## src/rtl/multicycle_pkg.sv

```systemverilog
// Shared encodings for the multicycle CPU: opcodes, controller states,
// ALU operation codes, datapath mux selects and the opcode classifier.
package multicycle_pkg;

    localparam logic [5:0] OP_ADD  = 6'h20;
    localparam logic [5:0] OP_SUB  = 6'h22;
    localparam logic [5:0] OP_AND  = 6'h24;
    localparam logic [5:0] OP_OR   = 6'h25;
    localparam logic [5:0] OP_SLT  = 6'h2A;
    localparam logic [5:0] OP_ADDI = 6'h08;
    localparam logic [5:0] OP_ANDI = 6'h0C;
    localparam logic [5:0] OP_ORI  = 6'h0D;
    localparam logic [5:0] OP_LW   = 6'h23;
    localparam logic [5:0] OP_SW   = 6'h2B;
    localparam logic [5:0] OP_BNE  = 6'h05;
    localparam logic [5:0] OP_J    = 6'h02;
    localparam logic [5:0] OP_HALT = 6'h3F;

    typedef enum logic [3:0] {
        S_FETCH    = 4'd0,
        S_DECODE   = 4'd1,
        S_EXEC_R   = 4'd2,
        S_EXEC_I   = 4'd3,
        S_WB_R     = 4'd4,
        S_WB_I     = 4'd5,
        S_MEM_ADDR = 4'd6,
        S_MEM_RD   = 4'd7,
        S_MEM_WB   = 4'd8,
        S_MEM_WR   = 4'd9,
        S_BRANCH   = 4'd10,
        S_JUMP     = 4'd11,
        S_HALT     = 4'd12
    } state_e;

    localparam logic [3:0] ALU_AND = 4'd0;
    localparam logic [3:0] ALU_OR  = 4'd1;
    localparam logic [3:0] ALU_ADD = 4'd2;
    localparam logic [3:0] ALU_SUB = 4'd6;
    localparam logic [3:0] ALU_SLT = 4'd7;

    localparam logic [1:0] SRC_A_PC   = 2'd0;
    localparam logic [1:0] SRC_A_REG  = 2'd1;
    localparam logic [1:0] SRC_B_REG  = 2'd0;
    localparam logic [1:0] SRC_B_ONE  = 2'd1;
    localparam logic [1:0] SRC_B_SEXT = 2'd2;
    localparam logic [1:0] SRC_B_ZEXT = 2'd3;

    localparam logic [1:0] PC_SRC_ALU    = 2'd0;
    localparam logic [1:0] PC_SRC_ALUOUT = 2'd1;
    localparam logic [1:0] PC_SRC_IMM    = 2'd2;

    typedef enum logic [2:0] {
        CLS_R, CLS_I, CLS_MEM, CLS_BNE, CLS_J, CLS_HALT, CLS_ILL
    } op_class_e;

    // All datapath strobes and selects driven in one cycle.
    typedef struct packed {
        logic       pc_write;
        logic       branch;
        logic       reg_write;
        logic       mem_to_reg;
        logic       reg_dst;
        logic       iord;
        logic       mem_write;
        logic       ir_write;
        logic [1:0] pc_src;
        logic [1:0] alu_src_a;
        logic [1:0] alu_src_b;
        logic [3:0] alu_control;
        logic       retire;
    } ctrl_t;

    function automatic op_class_e op_class(input logic [5:0] op);
        op_class = CLS_ILL;
        case (op)
            OP_ADD, OP_SUB, OP_AND, OP_OR, OP_SLT: op_class = CLS_R;
            OP_ADDI, OP_ANDI, OP_ORI:              op_class = CLS_I;
            OP_LW, OP_SW:                          op_class = CLS_MEM;
            OP_BNE:                                op_class = CLS_BNE;
            OP_J:                                  op_class = CLS_J;
            OP_HALT:                               op_class = CLS_HALT;
            default:                               op_class = CLS_ILL;
        endcase
    endfunction

endpackage

```

## src/rtl/alu_op_decode.sv

```systemverilog
// Opcode to ALU operation and immediate-extension select, shared by the
// register-register and immediate execute states.
module alu_op_decode
    import multicycle_pkg::*;
(
    input  logic [5:0] opcode,
    output logic [3:0] alu_control,
    output logic       imm_zext
);

    always_comb begin
        alu_control = ALU_ADD;
        imm_zext    = 1'b0;
        case (opcode)
            OP_ADD:  alu_control = ALU_ADD;
            OP_SUB:  alu_control = ALU_SUB;
            OP_AND:  alu_control = ALU_AND;
            OP_OR:   alu_control = ALU_OR;
            OP_SLT:  alu_control = ALU_SLT;
            OP_ADDI: alu_control = ALU_ADD;
            OP_ANDI: begin
                alu_control = ALU_AND;
                imm_zext    = 1'b1;
            end
            OP_ORI: begin
                alu_control = ALU_OR;
                imm_zext    = 1'b1;
            end
            default: alu_control = ALU_ADD;
        endcase
    end

endmodule

```

## src/rtl/multicycle_control.sv

```systemverilog
// Multicycle CPU control sequencer: steps each instruction through
// fetch/decode/execute/memory/write-back and drives all datapath strobes.
module multicycle_control
    import multicycle_pkg::*;
(
    input  logic       Clock,
    input  logic       Reset,
    input  logic       Run,
    input  logic [5:0] opcode,
    output logic       PC_write,
    output logic       Branch,
    output logic       Reg_write,
    output logic       Mem_to_reg,
    output logic       Reg_dst,
    output logic       IorD,
    output logic       Mem_write,
    output logic       IR_write,
    output logic [1:0] PC_src,
    output logic [1:0] ALU_src_a,
    output logic [1:0] ALU_src_b,
    output logic [3:0] ALU_control,
    output logic       retire,
    output logic       halted,
    output logic       illegal,
    output logic [3:0] state_dbg
);

    state_e     state_q, state_d;
    logic       illegal_q, illegal_d;
    ctrl_t      ctrl, ctrl_o;
    logic [3:0] dec_alu;
    logic       dec_zext;

    alu_op_decode u_alu_op_decode (
        .opcode      (opcode),
        .alu_control (dec_alu),
        .imm_zext    (dec_zext)
    );

    // NOTE: state flops use non-blocking assignments so every flop samples pre-edge values.
    always_ff @(posedge Clock or posedge Reset) begin
        if (Reset) begin
            state_q   <= S_FETCH;
            illegal_q <= 1'b0;
        end else begin
            state_q   <= state_d;
            illegal_q <= illegal_d;
        end
    end

    // NOTE: every output gets a default first so no path through the case infers a latch.
    always_comb begin
        state_d   = state_q;
        illegal_d = illegal_q;
        ctrl      = '0;
        case (state_q)
            S_FETCH: begin
                if (Run) begin
                    ctrl.ir_write    = 1'b1;
                    ctrl.pc_write    = 1'b1;
                    ctrl.pc_src      = PC_SRC_ALU;
                    ctrl.alu_src_a   = SRC_A_PC;
                    ctrl.alu_src_b   = SRC_B_ONE;
                    ctrl.alu_control = ALU_ADD;
                    state_d          = S_DECODE;
                end
            end
            S_DECODE: begin
                ctrl.alu_src_a   = SRC_A_PC;
                ctrl.alu_src_b   = SRC_B_SEXT;
                ctrl.alu_control = ALU_ADD;
                case (op_class(opcode))
                    CLS_R:    state_d = S_EXEC_R;
                    CLS_I:    state_d = S_EXEC_I;
                    CLS_MEM:  state_d = S_MEM_ADDR;
                    CLS_BNE:  state_d = S_BRANCH;
                    CLS_J:    state_d = S_JUMP;
                    CLS_HALT: state_d = S_HALT;
                    default: begin
                        state_d   = S_HALT;
                        illegal_d = 1'b1;
                    end
                endcase
            end
            S_EXEC_R: begin
                ctrl.alu_src_a   = SRC_A_REG;
                ctrl.alu_src_b   = SRC_B_REG;
                ctrl.alu_control = dec_alu;
                state_d          = S_WB_R;
            end
            S_EXEC_I: begin
                ctrl.alu_src_a   = SRC_A_REG;
                ctrl.alu_src_b   = dec_zext ? SRC_B_ZEXT : SRC_B_SEXT;
                ctrl.alu_control = dec_alu;
                state_d          = S_WB_I;
            end
            S_WB_R: begin
                ctrl.reg_write = 1'b1;
                ctrl.reg_dst   = 1'b1;
                ctrl.retire    = 1'b1;
                state_d        = S_FETCH;
            end
            S_WB_I: begin
                ctrl.reg_write = 1'b1;
                ctrl.retire    = 1'b1;
                state_d        = S_FETCH;
            end
            S_MEM_ADDR: begin
                ctrl.alu_src_a   = SRC_A_REG;
                ctrl.alu_src_b   = SRC_B_SEXT;
                ctrl.alu_control = ALU_ADD;
                state_d          = (opcode == OP_SW) ? S_MEM_WR : S_MEM_RD;
            end
            S_MEM_RD: begin
                ctrl.iord = 1'b1;
                state_d   = S_MEM_WB;
            end
            S_MEM_WB: begin
                ctrl.reg_write  = 1'b1;
                ctrl.mem_to_reg = 1'b1;
                ctrl.retire     = 1'b1;
                state_d         = S_FETCH;
            end
            S_MEM_WR: begin
                ctrl.iord      = 1'b1;
                ctrl.mem_write = 1'b1;
                ctrl.retire    = 1'b1;
                state_d        = S_FETCH;
            end
            S_BRANCH: begin
                // PC load is further qualified by the datapath's ALU zero flag.
                ctrl.alu_src_a   = SRC_A_REG;
                ctrl.alu_src_b   = SRC_B_REG;
                ctrl.alu_control = ALU_SUB;
                ctrl.branch      = 1'b1;
                ctrl.pc_src      = PC_SRC_ALUOUT;
                ctrl.retire      = 1'b1;
                state_d          = S_FETCH;
            end
            S_JUMP: begin
                ctrl.pc_write = 1'b1;
                ctrl.pc_src   = PC_SRC_IMM;
                ctrl.retire   = 1'b1;
                state_d       = S_FETCH;
            end
            S_HALT:  state_d = S_HALT;
            default: state_d = S_FETCH;
        endcase
    end

    // Reset blanks every strobe combinationally, not just from the next edge.
    assign ctrl_o      = Reset ? '0 : ctrl;
    assign PC_write    = ctrl_o.pc_write;
    assign Branch      = ctrl_o.branch;
    assign Reg_write   = ctrl_o.reg_write;
    assign Mem_to_reg  = ctrl_o.mem_to_reg;
    assign Reg_dst     = ctrl_o.reg_dst;
    assign IorD        = ctrl_o.iord;
    assign Mem_write   = ctrl_o.mem_write;
    assign IR_write    = ctrl_o.ir_write;
    assign PC_src      = ctrl_o.pc_src;
    assign ALU_src_a   = ctrl_o.alu_src_a;
    assign ALU_src_b   = ctrl_o.alu_src_b;
    assign ALU_control = ctrl_o.alu_control;
    assign retire      = ctrl_o.retire;
    assign halted      = !Reset && (state_q == S_HALT);
    assign illegal     = illegal_q;
    assign state_dbg   = state_q;

endmodule

```

## config.mk

```make
export PLATFORM = sky130hd
export DESIGN_NAME = multicycle_control
export DESIGN_NICKNAME = d
export VERILOG_FILES = /design/src/rtl/multicycle_pkg.sv /design/src/rtl/alu_op_decode.sv /design/src/rtl/multicycle_control.sv
export SDC_FILE = /design/constraint.sdc
export NUM_CORES = 1
export LEC_CHECK = 0
export BUFFER_PORTS_ARGS = -buffer_cell sky130_fd_sc_hd__buf_2
export CAP_MARGIN = 20
export CORE_MARGIN = 3
export CORE_UTILIZATION = 35
export DETAILED_ROUTE_END_ITERATION = 12
export GPL_TIMING_DRIVEN = 0
export HOLD_SLACK_MARGIN = 0.03
export PLACE_DENSITY_LB_ADDON = 0.15
export SLEW_MARGIN = 15
export SYNTH_ARGS = -nofsm -noshare
export SYNTH_HDL_FRONTEND = slang
export SYNTH_SLANG_ARGS = --single-unit
```

## constraint.sdc

```tcl
create_clock -name Clock -period 1.5 [get_ports Clock]
set_input_delay 0.15 -clock Clock [delete_from_list [all_inputs] [get_ports Clock]]
set_output_delay 0.15 -clock Clock [all_outputs]
set_load 0.05 [all_outputs]
```

Word level (Yosys, flattened, before mapping)
Memory sizes are Yosys's and may differ from the RTL's.
Index checks and enable logic that the tools add are counted.
- eq/ne operators: 25
- mux-type cells: 22
- bitwise gates (word level): 1
- reductions and logical operators: 12
- operator list (operator ; number):
    case mux 8 bit (6 select lines) ; 1
    equality test 6 bit (second input constant) ; 5
    case mux 4 bit (7 select lines) ; 1
    equality test 4 bit (second input constant) ; 5
    case mux 4 bit (5 select lines) ; 1
    two-way mux 19 bit ; 1
    equality test 4 x 3 -> 1 bit (second input constant) ; 4
    equality test 6 x 4 -> 1 bit (second input constant) ; 2
    case mux 3 bit (4 select lines) ; 1
    OR reduction 6 bit ; 2
    two-way mux 1 bit ; 11
    two-way mux 11 bit ; 1
    equality test 4 x 2 -> 1 bit (second input constant) ; 2
    two-way mux 4 bit ; 2
    OR reduction 2 bit ; 4
    equality test 3 x 2 -> 1 bit (second input constant) ; 2
    equality test 3 bit (second input constant) ; 2
    case mux 2 bit (3 select lines) ; 1
    equality test 4 x 1 -> 1 bit (second input constant) ; 1
    logical NOT 4 bit ; 1
    equality test 3 x 1 -> 1 bit (second input constant) ; 1
    logical NOT 3 bit ; 1
    two-way mux 3 bit ; 1
    OR reduction 3 bit ; 1
    6 further kinds ; 6
- bits in registers: 5
- bits in read-only memories: 192
- input bits: 9
- output and inout port bits: 25
- memories: 1
- memory list (memory ; words ; width ; read ports ; clocked after Yosys merged registers in ; wr ports ; RTL line ; text):
    (name not given) ; 64 ; 3 ; 1 ; 0 ; 0 ; multicycle_pkg.sv:75 ; case (op)

Depth between registers and ports, before layout
Gate-level depths: netlist of the first run.
- depth in word-level cells: 6
- mapped depth: 7
- gate-level depth less buffers: 5

Hierarchy
From an unflattened synthesis of the first run, not the netlist that was laid out.
- cell total of the unflattened synthesis: 120
- area total of the unflattened synthesis: 809.5 um2
- by module, submodules not included (module ; times used ; cells an instance ; area an instance (um2) ; seq. area each (um2)):
    multicycle_control ; 1 ; 109 ; 730.7 ; 125.1
    alu_op_decode ; 1 ; 11 ; 78.8 ; 0.0

Worst setup path before layout of the first run
Ideal clock, no wire load.
- path kind: flip-flop to output port
- start: reg state_q[1], in the netlist state_dbg[1]
- end: out PC_src[0]
- arrival: 2697 ps
- data required time: 1350 ps
- setup slack: -1347 ps
- cell stages (with the launch flop): 5
- path buffers: 2
- cell sequence: dfrtp_1 buf_2 nor2b_1 nor3b_1 buf_4
- cells in the longest elaborated chain, start to end: 3
- elaborated cells between the ends (all ways): 5
- classes of those cells: eq/ne (2); mux (2); reduce/logical (1)
- RTL lines (element ; RTL line ; text):
    start, declared ; multicycle_control.sv:28 ; state_e state_q, state_d;
    start signal, assigned ; multicycle_control.sv:46 ; state_q <= state_d;
    equality test 4 bit / logical NOT 4 bit (equally long branches) ; multicycle_control.sv:56 ; case (state_q)
    case mux 2 bit (3 select lines) (*) ; multicycle_control.sv:56 ;
    two-way mux 19 bit (*) ; multicycle_control.sv:152 ; assign ctrl_o = Reset ? '0 : ctrl;
    end, declared ; multicycle_control.sv:18 ; output logic [1:0] PC_src,
Every way passes the cells marked *; elsewhere a longest branch is shown, timed or not.

Worst setup path after layout of the first run
- start: reg state_q[0], in the netlist state_dbg[0]
- end: out ALU_control[1]
- cells in the longest elaborated chain, start to end: 3
- elaborated cells between the ends (all ways): 8
- classes of those cells: eq/ne (5); mux (2); reduce/logical (1)
- RTL lines (element ; RTL line ; text):
    equality test 4 bit (tied with other cells) ; multicycle_control.sv:56 ;
    case mux 8 bit (6 select lines) (*) ; multicycle_control.sv:56 ;
    two-way mux 19 bit (*) ; multicycle_control.sv:152 ;
    end, declared ; multicycle_control.sv:21 ; output logic [3:0] ALU_control,
Marks and branches as above.

==> results of run 1 <==
## layout make-up
type,count,area (sq um),share of cell area
Multi-Input combinational cell,100,863,0.497
Timing Repair Buffer,51,479,0.276
Buffer,17,170,0.0980
Sequential cell,5,135,0.0778
Tap cell,28,35.0,0.0202
Inverter,6,27.5,0.0159
Clock buffer,4,26.3,0.0151
## report_power, final
group | leakage (nW) | switching, mW | total, mW | internal (mW)
Combinational | 0.677 | 1.10 | 1.92 | 0.821
Clock | 0.0150 | 0.0673 | 0.169 | 0.101
Sequential | 0.0557 | 0.0693 | 0.253 | 0.184
## what timing repair did
| action | 4_1_cts | 5_1_grt |
|---|---|---|
| hold endpoints to repair | 0 | 0 |
| pin swaps | 15 | 5 |
| resized for setup | 61 | 16 |
| setup buffers | 22 | 4 |
| setup endpoints to repair | 18 | 18 |
| hold buffers | 0 | 0 |
## worst reg2reg max path, cell delays in order (launching register included)
cell                        delay, ns
sky130_fd_sc_hd__dfrtp_2         0.41
sky130_fd_sc_hd__buf_6           0.14
sky130_fd_sc_hd__buf_4           0.15
sky130_fd_sc_hd__nand2b_4        0.16
sky130_fd_sc_hd__nor2_1          0.16
sky130_fd_sc_hd__o2111ai_1       0.17
sky130_fd_sc_hd__a21oi_1         0.20
## final timing paths
check	startpoint	to	slack (ns)	cells past startpoint
setup / recovery	state_dbg[0]$_DFFE_PP0P_	ALU_control[1]	-0.40	6
setup reg to reg	state_dbg[1]$_DFFE_PP0P_	state_dbg[1]$_DFFE_PP0P_	0.03	6
max in group asynchronous	Reset	state_dbg[3]$_DFFE_PP0P_	1.20	2
min in group Clock	opcode[0]	state_dbg[0]$_DFFE_PP0P_	0.33	4
hold reg to reg	illegal$_DFFE_PP0P_	illegal$_DFFE_PP0P_	0.48	1
hold / removal	Reset	state_dbg[2]$_DFFE_PP0P_	0.03	2
## sequential cells by signal, indices dropped and copies added, names as in the netlist
| signal | cells |
|---|---|
| state_dbg | 4 |
| illegal | 1 |
## cells in the mapped netlist (2+ instances only)
cell	count
sky130_fd_sc_hd__a31oi_1	3
sky130_fd_sc_hd__inv_1	5
sky130_fd_sc_hd__clkbuf_1	2
sky130_fd_sc_hd__nor3_1	9
sky130_fd_sc_hd__buf_6	2
sky130_fd_sc_hd__buf_4	5
sky130_fd_sc_hd__nor2b_1	2
sky130_fd_sc_hd__mux2i_1	2
sky130_fd_sc_hd__nor2_1	14
sky130_fd_sc_hd__nor4_1	3
sky130_fd_sc_hd__o22ai_1	2
sky130_fd_sc_hd__dfrtp_1	5
sky130_fd_sc_hd__a21oi_1	14
sky130_fd_sc_hd__nand2b_1	4
sky130_fd_sc_hd__nand3_1	5
sky130_fd_sc_hd__and3_1	3
sky130_fd_sc_hd__buf_2	8
sky130_fd_sc_hd__nand2_1	9
sky130_fd_sc_hd__o21a_1	3
sky130_fd_sc_hd__nor3b_1	2
## cell families (layout without fill, tap and decap cells)
logic type | count (synthesis) | count (layout) | share of synthesized area
AND/OR/NAND/NOR | 60 | 60 | 0.378
buffers and inverters | 24 | 78 | 0.157
flip-flops | 5 | 5 | 0.146
AO/OA/AOI/OAI | 34 | 34 | 0.271
other | 1 | 2 | 0.00437
multiplexers | 2 | 2 | 0.0233
XOR/XNOR | 2 | 2 | 0.0204
## per-layer routing
layer | track usage | routed length, microns
met1 | 0.268 | 1460
met3 | 0.0397 | 162
met4 | 0.0486 | 19
met5 | 0 | 0
met2 | 0.402 | 1980
## stage by stage
step	area, sq um	hold slack [ns]	TNS, ns	utilization
finish	1740	0.0329	-3.53	0.763
global route	1740	0.0645	-4.58	0.763
CTS	1670	0.0376	-2.87	0.733
detailed placement	1250	0.298	-0.626	0.550
global placement	1250	0.297	-0.598	0.550
floorplan	1090	0.242	-1.60	-
## cell usage in the layout, fill, tap and decap left out, types with 5 or more instances in the layout
master	instances
sky130_fd_sc_hd__nor2_1	7
sky130_fd_sc_hd__a21oi_1	8
sky130_fd_sc_hd__nor2_4	5
sky130_fd_sc_hd__buf_8	8
sky130_fd_sc_hd__a21oi_2	6
sky130_fd_sc_hd__buf_4	21
sky130_fd_sc_hd__nor3_4	6
sky130_fd_sc_hd__nand2_1	5
sky130_fd_sc_hd__buf_2	12
sky130_fd_sc_hd__buf_6	25
sky130_fd_sc_hd__nand3_1	5
==> results_tabular.tex, run 1 <==
\begin{tabular}{lr}
\hline
Metric & Value \\
\hline
\multicolumn{2}{l}{\textbf{Worst setup path}} \\
\quad CP max stage cell & sky130\_fd\_sc\_hd\_\_dfrtp\_4 \\
\quad Crit path capture type & output port \\
\quad Arrival time reported for the critical path endpoint & 1.75 ns \\
\quad Cell type group with the largest total delay on the critical path & flip-flops \\
\quad Required time of the worst setup path & 1.35 ns \\
\quad Kind of critical path & reg -> out \\
\quad Buf+Inv Stages, Crit Path & 2 \\
\quad Startpoint type of the worst setup path & register \\
\quad Slowest cell delay on critical path & 0.51 ns \\
\quad Peak fanout along the critical path & 4 \\
\quad Sequence of cells on the critical path & inv\_4 > a21oi\_2 > or2\_0 > a311o\_1 > a21oi\_4 > buf\_6 \\
\multicolumn{2}{l}{\textbf{Route}} \\
\quad Number of search-and-repair iterations in the first detailed-routing pass & 4 \\
\quad Via count & 1177 \\
\quad Iter 0 DRT Violations & 38 \\
\quad Post-DR wirelength/cell & 17.2 microns \\
\quad Number of remaining DRC errors & 0 \\
\quad Remaining antenna violation count & 0 \\
\quad Wirelength, routed & 3630 microns \\
\quad DR vias/cell & 5.58 \\
\multicolumn{2}{l}{\textbf{Flow run}} \\
\quad Max\_cap viols & 0 \\
\multicolumn{2}{l}{\textbf{Placement}} \\
\quad Final weighted congestion of routability-driven global placement & 0.841 \\
\quad Sum of net half-perimeters after detailed placement & 2040 microns \\
\quad Placed Cells incl. Taps & 182 \\
\quad Setup Slack @ Placement & -0.245 ns \\
\quad I/O Buffers & 25 \\
\multicolumn{2}{l}{\textbf{Final layout}} \\
\quad Final Non-Filler Cells & 211 \\
\quad Number of nets in the final layout & 193 \\
\quad Layout area overhead & 102\% \\
\quad Filler Cell Count & 152 \\
\quad Antenna diode count & 0 \\
\quad Fraction of layout instances using a drive strength above 1 & 0.661 \\
\multicolumn{2}{l}{\textbf{Synth}} \\
\quad Dominant synthesized flop cell & sky130\_fd\_sc\_hd\_\_dfrtp\_1 \\
\quad Synthesis warning total & 0 \\
\quad Syn Std Cell Area & 858 sq um \\
\quad Share of synthesized area occupied by flip-flops and latches & 0.146 \\
\quad Netlist cell types & 46 \\
\quad Mean area per synthesized cell & 6.71 sq um \\
\quad Synth top area share & 0.146 \\
\quad Cell accounting for the most synthesized area & sky130\_fd\_sc\_hd\_\_dfrtp\_1 \\
\quad Flip-flop and latch count after synthesis & 5 \\
\quad Proportion of register bits with asynchronous set or reset after synthesis & 1.00 \\
\quad Number of synthesized flops with an enable pin & 0 \\
\quad Ranking of synthesized cells by area & sky130\_fd\_sc\_hd\_\_dfrtp\_1 15\%, sky130\_fd\_sc\_hd\_\_a21oi\_1 8.2\%, sky130\_fd\_sc\_hd\_\_nor2\_1 6.1\% \\
\quad Instance count of the mapped netlist & 128 \\
\multicolumn{2}{l}{\textbf{Clock network}} \\
\quad Clock tree root buffer cell & sky130\_fd\_sc\_hd\_\_clkbuf\_4 \\
\quad CTS H-Tree Depth & 1 \\
\quad Total clock buffers created by CTS & 3 \\
\quad CTS max path bufs & 2 \\
\quad TritonCTS clock tree & yes \\
\quad Num Clock Sinks & 5 \\
\quad Clock input transition at the sequential cells of the worst setup and hold paths & 0.06 ns \\
\quad Clock insertion delay at the later pin of the skew report & 0.26 ns \\
\multicolumn{2}{l}{\textbf{Pwr}} \\
\quad Total design power & 2.34 mW \\
\quad Leakage power summed over all cells & 0.748 nW \\
\quad PD cells & 1350 nW/um\^{}2 \\
\quad VDD IR max & 1.00 mV \\
\multicolumn{2}{l}{\textbf{Timing}} \\
\quad Final worst-path setup slack & -0.399 ns \\
\quad Clock Skews & 0.0147 ns \\
\quad Final setup violation count & 18 \\
\quad Final period util & 1.27 \\
\quad Hold violation count in the final report & 0 \\
\quad Slew Limit Fails & 0 \\
\quad RSZ-0062 raised after global routing & yes \\
\quad Maximum achievable frequency & 527 MHz \\
\quad Minimum clock period & 1.90 ns \\
\multicolumn{2}{l}{\textbf{Global routing}} \\
\quad First-pass GRT wire length & 5630 microns \\
\quad Total track usage & 0.221 \\
\quad Antenna violations before repair & 0 \\
\quad Congestion Overflow GR & 0 \\
\quad Via count of the first global-routing pass & 1167 \\
\quad Pin count of the biggest net entering global routing & 11 \\
\multicolumn{2}{l}{\textbf{Status}} \\
\quad Violations in the final reports & setup timing \\
\quad Outcome & finished, violations left \\
\multicolumn{2}{l}{\textbf{Floorplan}} \\
\quad Area of the die & 3080 sq um \\
\quad Number of rows in the core area & 17 \\
\quad Y dimension of the die & 55.5 microns \\
\quad Starting density of the core & 0.377 \\
\quad Die extent in x & 55.5 microns \\
\quad Total I/O pin count & 34 \\
\quad Total core area & 2280 sq um \\
\multicolumn{2}{l}{\textbf{Worst hold path}} \\
\quad Worst min path class & in -> async \\
\hline
\end{tabular}
(Power assumes the default switching activity.)
==> run 2: changes to the inputs <==
- CORE_UTILIZATION: 35 -> 40
==> results_tabular.tex, run 2 (synthesized netlist as in run 1, its figures left out) <==
\begin{tabular}{lr}
\hline
Metric & Value \\
\hline
\multicolumn{2}{l}{\textbf{Status}} \\
\quad Outcome & finished, violations left \\
\quad Violations in the final reports & setup timing \\
\multicolumn{2}{l}{\textbf{Timing}} \\
\quad Final worst-path setup slack & -0.401 ns \\
\quad Hold violation count in the final report & 0 \\
\quad Maximum achievable frequency & 526 MHz \\
\quad Minimum clock period & 1.90 ns \\
\quad Clock Skews & 0.00951 ns \\
\quad Worst hold slack across all endpoints & 0.0511 ns \\
\quad Total negative setup slack & -4.67 ns \\
\quad RSZ-0062 raised after global routing & yes \\
\quad Final period util & 1.27 \\
\quad Final setup violation count & 19 \\
\quad Slew Limit Fails & 0 \\
\multicolumn{2}{l}{\textbf{Final layout}} \\
\quad Fraction of layout instances using a drive strength above 1 & 0.639 \\
\quad Antenna diode count & 0 \\
\quad Max reg flops & 4 \\
\quad Most frequent cells in the layout & 22 x sky130\_fd\_sc\_hd\_\_buf\_4, 21 x sky130\_fd\_sc\_hd\_\_buf\_6, 11 x sky130\_fd\_sc\_hd\_\_buf\_2 \\
\quad Most common library cell in the layout ignoring fill and taps & sky130\_fd\_sc\_hd\_\_buf\_4 \\
\quad Layout area overhead & 96.2\% \\
\quad Number of nets in the final layout & 190 \\
\multicolumn{2}{l}{\textbf{Pwr}} \\
\quad VDD IR max & 1.12 mV \\
\quad Total design power & 2.36 mW \\
\quad Leakage power summed over all cells & 0.713 nW \\
\quad PD cells & 1400 nW/um\^{}2 \\
\multicolumn{2}{l}{\textbf{Worst hold path}} \\
\quad Worst min path class & in -> async \\
\multicolumn{2}{l}{\textbf{Clock network}} \\
\quad Clock input transition at the sequential cells of the worst setup and hold paths & 0.05 ns \\
\quad Clock insertion delay at the later pin of the skew report & 0.25 ns \\
\quad Clock tree root buffer cell & sky130\_fd\_sc\_hd\_\_clkbuf\_4 \\
\quad Number of hold buffers added after cts & 0 \\
\quad CTS H-Tree Depth & 1 \\
\quad CTS max path bufs & 2 \\
\quad TritonCTS clock tree & yes \\
\quad Num Clock Sinks & 5 \\
\quad Total clock buffers created by CTS & 3 \\
\multicolumn{2}{l}{\textbf{Worst setup path}} \\
\quad Buf+Inv Stages, Crit Path & 2 \\
\quad CP max stage cell & sky130\_fd\_sc\_hd\_\_dfrtp\_4 \\
\quad Cell type group with the largest total delay on the critical path & compound AO/OA/AOI/OAI gates \\
\quad Peak fanout along the critical path & 5 \\
\quad Sequence of cells on the critical path & inv\_4 > a21oi\_1 > or2\_0 > a311o\_1 > a21oi\_4 > buf\_6 \\
\quad Required time of the worst setup path & 1.35 ns \\
\quad Crit path capture type & output port \\
\quad Arrival time reported for the critical path endpoint & 1.75 ns \\
\quad Startpoint type of the worst setup path & register \\
\quad Slowest cell delay on critical path & 0.51 ns \\
\quad Kind of critical path & reg -> out \\
\multicolumn{2}{l}{\textbf{Floorplan}} \\
\quad Area of the die & 2740 sq um \\
\quad Number of rows in the core area & 16 \\
\quad Total core area & 2000 sq um \\
\quad Y dimension of the die & 52.3 microns \\
\quad Die extent in x & 52.3 microns \\
\quad Total I/O pin count & 34 \\
\quad Starting density of the core & 0.429 \\
\multicolumn{2}{l}{\textbf{Global routing}} \\
\quad Via count of the first global-routing pass & 1147 \\
\quad Congestion Overflow GR & 0 \\
\quad First-pass GRT wire length & 5200 microns \\
\quad Antenna violations before repair & 0 \\
\quad Total track usage & 0.253 \\
\quad Pin count of the biggest net entering global routing & 11 \\
\multicolumn{2}{l}{\textbf{Route}} \\
\quad DR vias/cell & 6.18 \\
\quad Wirelength, routed & 4130 microns \\
\quad Number of remaining DRC errors & 0 \\
\quad Remaining antenna violation count & 0 \\
\quad Via count & 1280 \\
\quad Iter 0 DRT Violations & 93 \\
\quad Post-DR wirelength/cell & 20.0 microns \\
\quad Number of search-and-repair iterations in the first detailed-routing pass & 4 \\
\multicolumn{2}{l}{\textbf{Flow run}} \\
\quad Max\_cap viols & 0 \\
\multicolumn{2}{l}{\textbf{Placement}} \\
\quad Sum of net half-perimeters after detailed placement & 2040 microns \\
\quad Final weighted congestion of routability-driven global placement & 0.860 \\
\quad I/O Buffers & 25 \\
\hline
\end{tabular}
## run 2: changes by cell type in the layout (fill, tap and decap cells not counted), sizes merged
| cell | change |
|---|---|
| buf | -3 |
## run 2: report_power, final
| part | internal (mW) | total (mW) | switching, mW |
|---|---|---|---|
| registers | 0.183 | 0.258 | 0.0743 |
| logic | 0.794 | 1.94 | 1.15 |
| clock network | 0.101 | 0.165 | 0.0638 |
## run 2: repair_timing
action | CTS | global route
setup buffers | 14 | 9
pin swaps | 9 | 8
gates resized for setup | 48 | 24
cloned | 1 | 0
setup endpoints to repair | 18 | 19
## run 2: final timing paths
path | slack (ns) | cells past startpoint | endpoint | startpoint
worst max-delay path | -0.40 | 6 | ALU_control[1] | state_dbg[0]$_DFFE_PP0P_
worst min-delay path | 0.05 | 2 | illegal$_DFFE_PP0P_ | Reset
worst max register to register | -0.03 | 5 | state_dbg[1]$_DFFE_PP0P_ | state_dbg[1]$_DFFE_PP0P_
worst min register to register | 0.48 | 1 | illegal$_DFFE_PP0P_ | illegal$_DFFE_PP0P_
max in group asynchronous | 1.19 | 2 | state_dbg[0]$_DFFE_PP0P_ | Reset
min in group Clock | 0.35 | 4 | state_dbg[0]$_DFFE_PP0P_ | opcode[0]
## run 2: final cells by class
class	count	area, sq um
Sequential cell	5	135
Clock buffer	4	26.3
Buffer	17	168
Multi-Input combinational cell	100	852
Tap cell	27	33.8
Fill cell	103	318
Timing Repair Buffer	48	442
Inverter	6	27.5
## run 2: layer usage
layer / track usage / wire (microns) / vias to the layer above / share of wire
li1: - / - / 556 / -
met1: 0.285 / 1580 / 603 / 0.38
met2: 0.459 / 2050 / 103 / 0.50
met3: 0.0513 / 369 / 18 / 0.089
met4: 0.0936 / 130 / 0 / 0.031
met5: 0 / 0 / - / 0
## run 2: per-stage QoR
stage / area, sq um / utilization / setup WS (ns) / instances
final: 1680 / 0.841 / -0.401 / 207
after global routing: 1680 / 0.841 / -0.442 / 207
after CTS: 1530 / 0.765 / -0.342 / 199
after detailed placement: 1250 / 0.624 / -0.236 / 181
after global placement: 1250 / 0.624 / -0.231 / 181
after floorplan: 1090 / - / -0.264 / 129
==> run 3: changes to the inputs <==
- clock period: 1.5 -> 2.1 ns (I/O delays scaled with it)
==> results_tabular.tex, run 3 (synthesized netlist as in run 1, its figures left out) <==
\begin{tabular}{lr}
\hline
Metric & Value \\
\hline
\multicolumn{2}{l}{\textbf{Worst setup path}} \\
\quad Peak fanout along the critical path & 7 \\
\quad Buf+Inv Stages, Crit Path & 2 \\
\quad Kind of critical path & reg -> out \\
\quad Arrival time reported for the critical path endpoint & 1.80 ns \\
\quad Slowest cell delay on critical path & 0.45 ns \\
\quad Startpoint type of the worst setup path & register \\
\quad CP max stage cell & sky130\_fd\_sc\_hd\_\_dfrtp\_2 \\
\quad Sequence of cells on the critical path & inv\_2 > a21oi\_1 > or2\_0 > a311o\_1 > a21oi\_4 > buf\_4 \\
\quad Crit path capture type & output port \\
\quad Cell type group with the largest total delay on the critical path & compound AO/OA/AOI/OAI gates \\
\quad Required time of the worst setup path & 1.89 ns \\
\quad Internal reg-to-reg setup slack & 0.65 ns \\
\multicolumn{2}{l}{\textbf{Clock network}} \\
\quad Post-CTS Repair Setup Buffers & 0 \\
\quad TritonCTS clock tree & yes \\
\quad CTS H-Tree Depth & 1 \\
\quad Clock tree root buffer cell & sky130\_fd\_sc\_hd\_\_clkbuf\_4 \\
\quad CTS max path bufs & 2 \\
\quad Total clock buffers created by CTS & 3 \\
\quad Num Clock Sinks & 5 \\
\quad Clock input transition at the sequential cells of the worst setup and hold paths & 0.05 ns \\
\quad Number of hold buffers added after cts & 0 \\
\quad Post-cts sizing count & 1 \\
\quad Clock insertion delay at the later pin of the skew report & 0.24 ns \\
\multicolumn{2}{l}{\textbf{Final layout}} \\
\quad Filler Cell Count & 218 \\
\quad Seq. cell area & 128 sq um \\
\quad Max reg flops & 4 \\
\quad Fraction of layout instances using a drive strength above 1 & 0.418 \\
\quad Core Util, Final & 0.570 \\
\quad Antenna diode count & 0 \\
\quad Most frequent cells in the layout & 29 x sky130\_fd\_sc\_hd\_\_buf\_2, 13 x sky130\_fd\_sc\_hd\_\_a21oi\_1, 12 x sky130\_fd\_sc\_hd\_\_nor2\_1 \\
\quad Number of nets in the final layout & 168 \\
\quad Final Non-Filler Cells & 185 \\
\quad Layout area overhead & 32.9\% \\
\quad Most common library cell in the layout ignoring fill and taps & sky130\_fd\_sc\_hd\_\_buf\_2 \\
\quad Multi-input logic area & 682 sq um \\
\multicolumn{2}{l}{\textbf{Floorplan}} \\
\quad Y dimension of the die & 52.3 microns \\
\quad Total I/O pin count & 34 \\
\quad Starting density of the core & 0.429 \\
\quad Total core area & 2000 sq um \\
\quad Die extent in x & 52.3 microns \\
\quad Number of rows in the core area & 16 \\
\quad Area of the die & 2740 sq um \\
\multicolumn{2}{l}{\textbf{Pwr}} \\
\quad VDD IR max & 0.498 mV \\
\quad Leakage power summed over all cells & 0.514 nW \\
\quad PD cells & 939 nW/um\^{}2 \\
\multicolumn{2}{l}{\textbf{Route}} \\
\quad Via count & 1000 \\
\quad DR vias/cell & 5.41 \\
\quad Number of remaining DRC errors & 0 \\
\quad Iter 0 DRT Violations & 21 \\
\quad Wirelength, routed & 2420 microns \\
\quad Post-DR wirelength/cell & 13.1 microns \\
\quad Number of search-and-repair iterations in the first detailed-routing pass & 4 \\
\quad Remaining antenna violation count & 0 \\
\multicolumn{2}{l}{\textbf{Global routing}} \\
\quad Antenna violations before repair & 0 \\
\quad Via count of the first global-routing pass & 862 \\
\quad Congestion Overflow GR & 0 \\
\quad Total track usage & 0.185 \\
\quad First-pass GRT wire length & 3950 microns \\
\quad Pin count of the biggest net entering global routing & 11 \\
\multicolumn{2}{l}{\textbf{Placement}} \\
\quad Placed Cells incl. Taps & 181 \\
\quad Final weighted congestion of routability-driven global placement & 0.863 \\
\quad I/O Buffers & 25 \\
\quad Sum of net half-perimeters after detailed placement & 1920 microns \\
\quad Setup Slack @ Placement & 0.230 ns \\
\multicolumn{2}{l}{\textbf{Timing}} \\
\quad Final setup violation count & 0 \\
\quad Max-Slew Margin vs Limit & 0.668 \\
\quad Final worst-path setup slack & 0.0937 ns \\
\quad Tightest Pin Transition & 0.493 ns \\
\quad Clock Skews & 0.00541 ns \\
\quad RSZ-0062 raised after global routing & no \\
\quad Minimum clock period & 2.01 ns \\
\quad Slew Limit Fails & 0 \\
\quad Hold violation count in the final report & 0 \\
\quad Final period util & 0.955 \\
\quad Maximum achievable frequency & 498 MHz \\
\multicolumn{2}{l}{\textbf{Flow run}} \\
\quad Max\_cap viols & 0 \\
\multicolumn{2}{l}{\textbf{Worst hold path}} \\
\quad Worst min path class & in -> async \\
\multicolumn{2}{l}{\textbf{Status}} \\
\quad Outcome & completed \\
\hline
\end{tabular}
==> run 3: final cells by class <==
cell class              instances  share of cell area
plain buffers                  18               0.104
clock buffers                   4              0.0230
inverters                       6              0.0197
multi-input cells             100               0.598
flip-flops and latches          5               0.112
well taps                      27              0.0296
repair buffers                 25               0.114
==> run 3: stage by stage <==
step	TNS [ns]	hold slack, ns	instance area (sq um)	power [mW]
2_1_floorplan	-1.05	0.227	936	0.788
6_report	0	0.0294	1140	1.07
3_3_place_gp	0	0.271	1090	0.931
5_1_grt	0	0.0407	1140	1.15
3_5_place_dp	0	0.283	1090	0.942
4_1_cts	0	0.0304	1120	1.06
==> run 3: layer usage <==
layer	vias up	wire length (microns)	GRT usage
met1	461	1040	0.241
met5	-	0	0
li1	511	-	-
met3	0	136	0.0484
met4	0	0	0.0128
met2	28	1240	0.316
==> run 3: report_power, final <==
part           internal, mW  switching [mW]  leakage (nW)
Combinational         0.232           0.574         0.440
Clock                0.0718          0.0383        0.0150
Sequential            0.123          0.0326        0.0591
Total                 0.427           0.645         0.514
==> run 3: final timing paths <==
path / from / cells after the start / to
max: state_dbg[3]$_DFFE_PP0P_ / 6 / ALU_control[1]
min: Reset / 2 / state_dbg[2]$_DFFE_PP0P_
max reg2reg: state_dbg[2]$_DFFE_PP0P_ / 6 / state_dbg[3]$_DFFE_PP0P_
min reg2reg: illegal$_DFFE_PP0P_ / 1 / illegal$_DFFE_PP0P_
max in group asynchronous: Reset / 2 / state_dbg[3]$_DFFE_PP0P_
min in group Clock: opcode[0] / 4 / state_dbg[0]$_DFFE_PP0P_
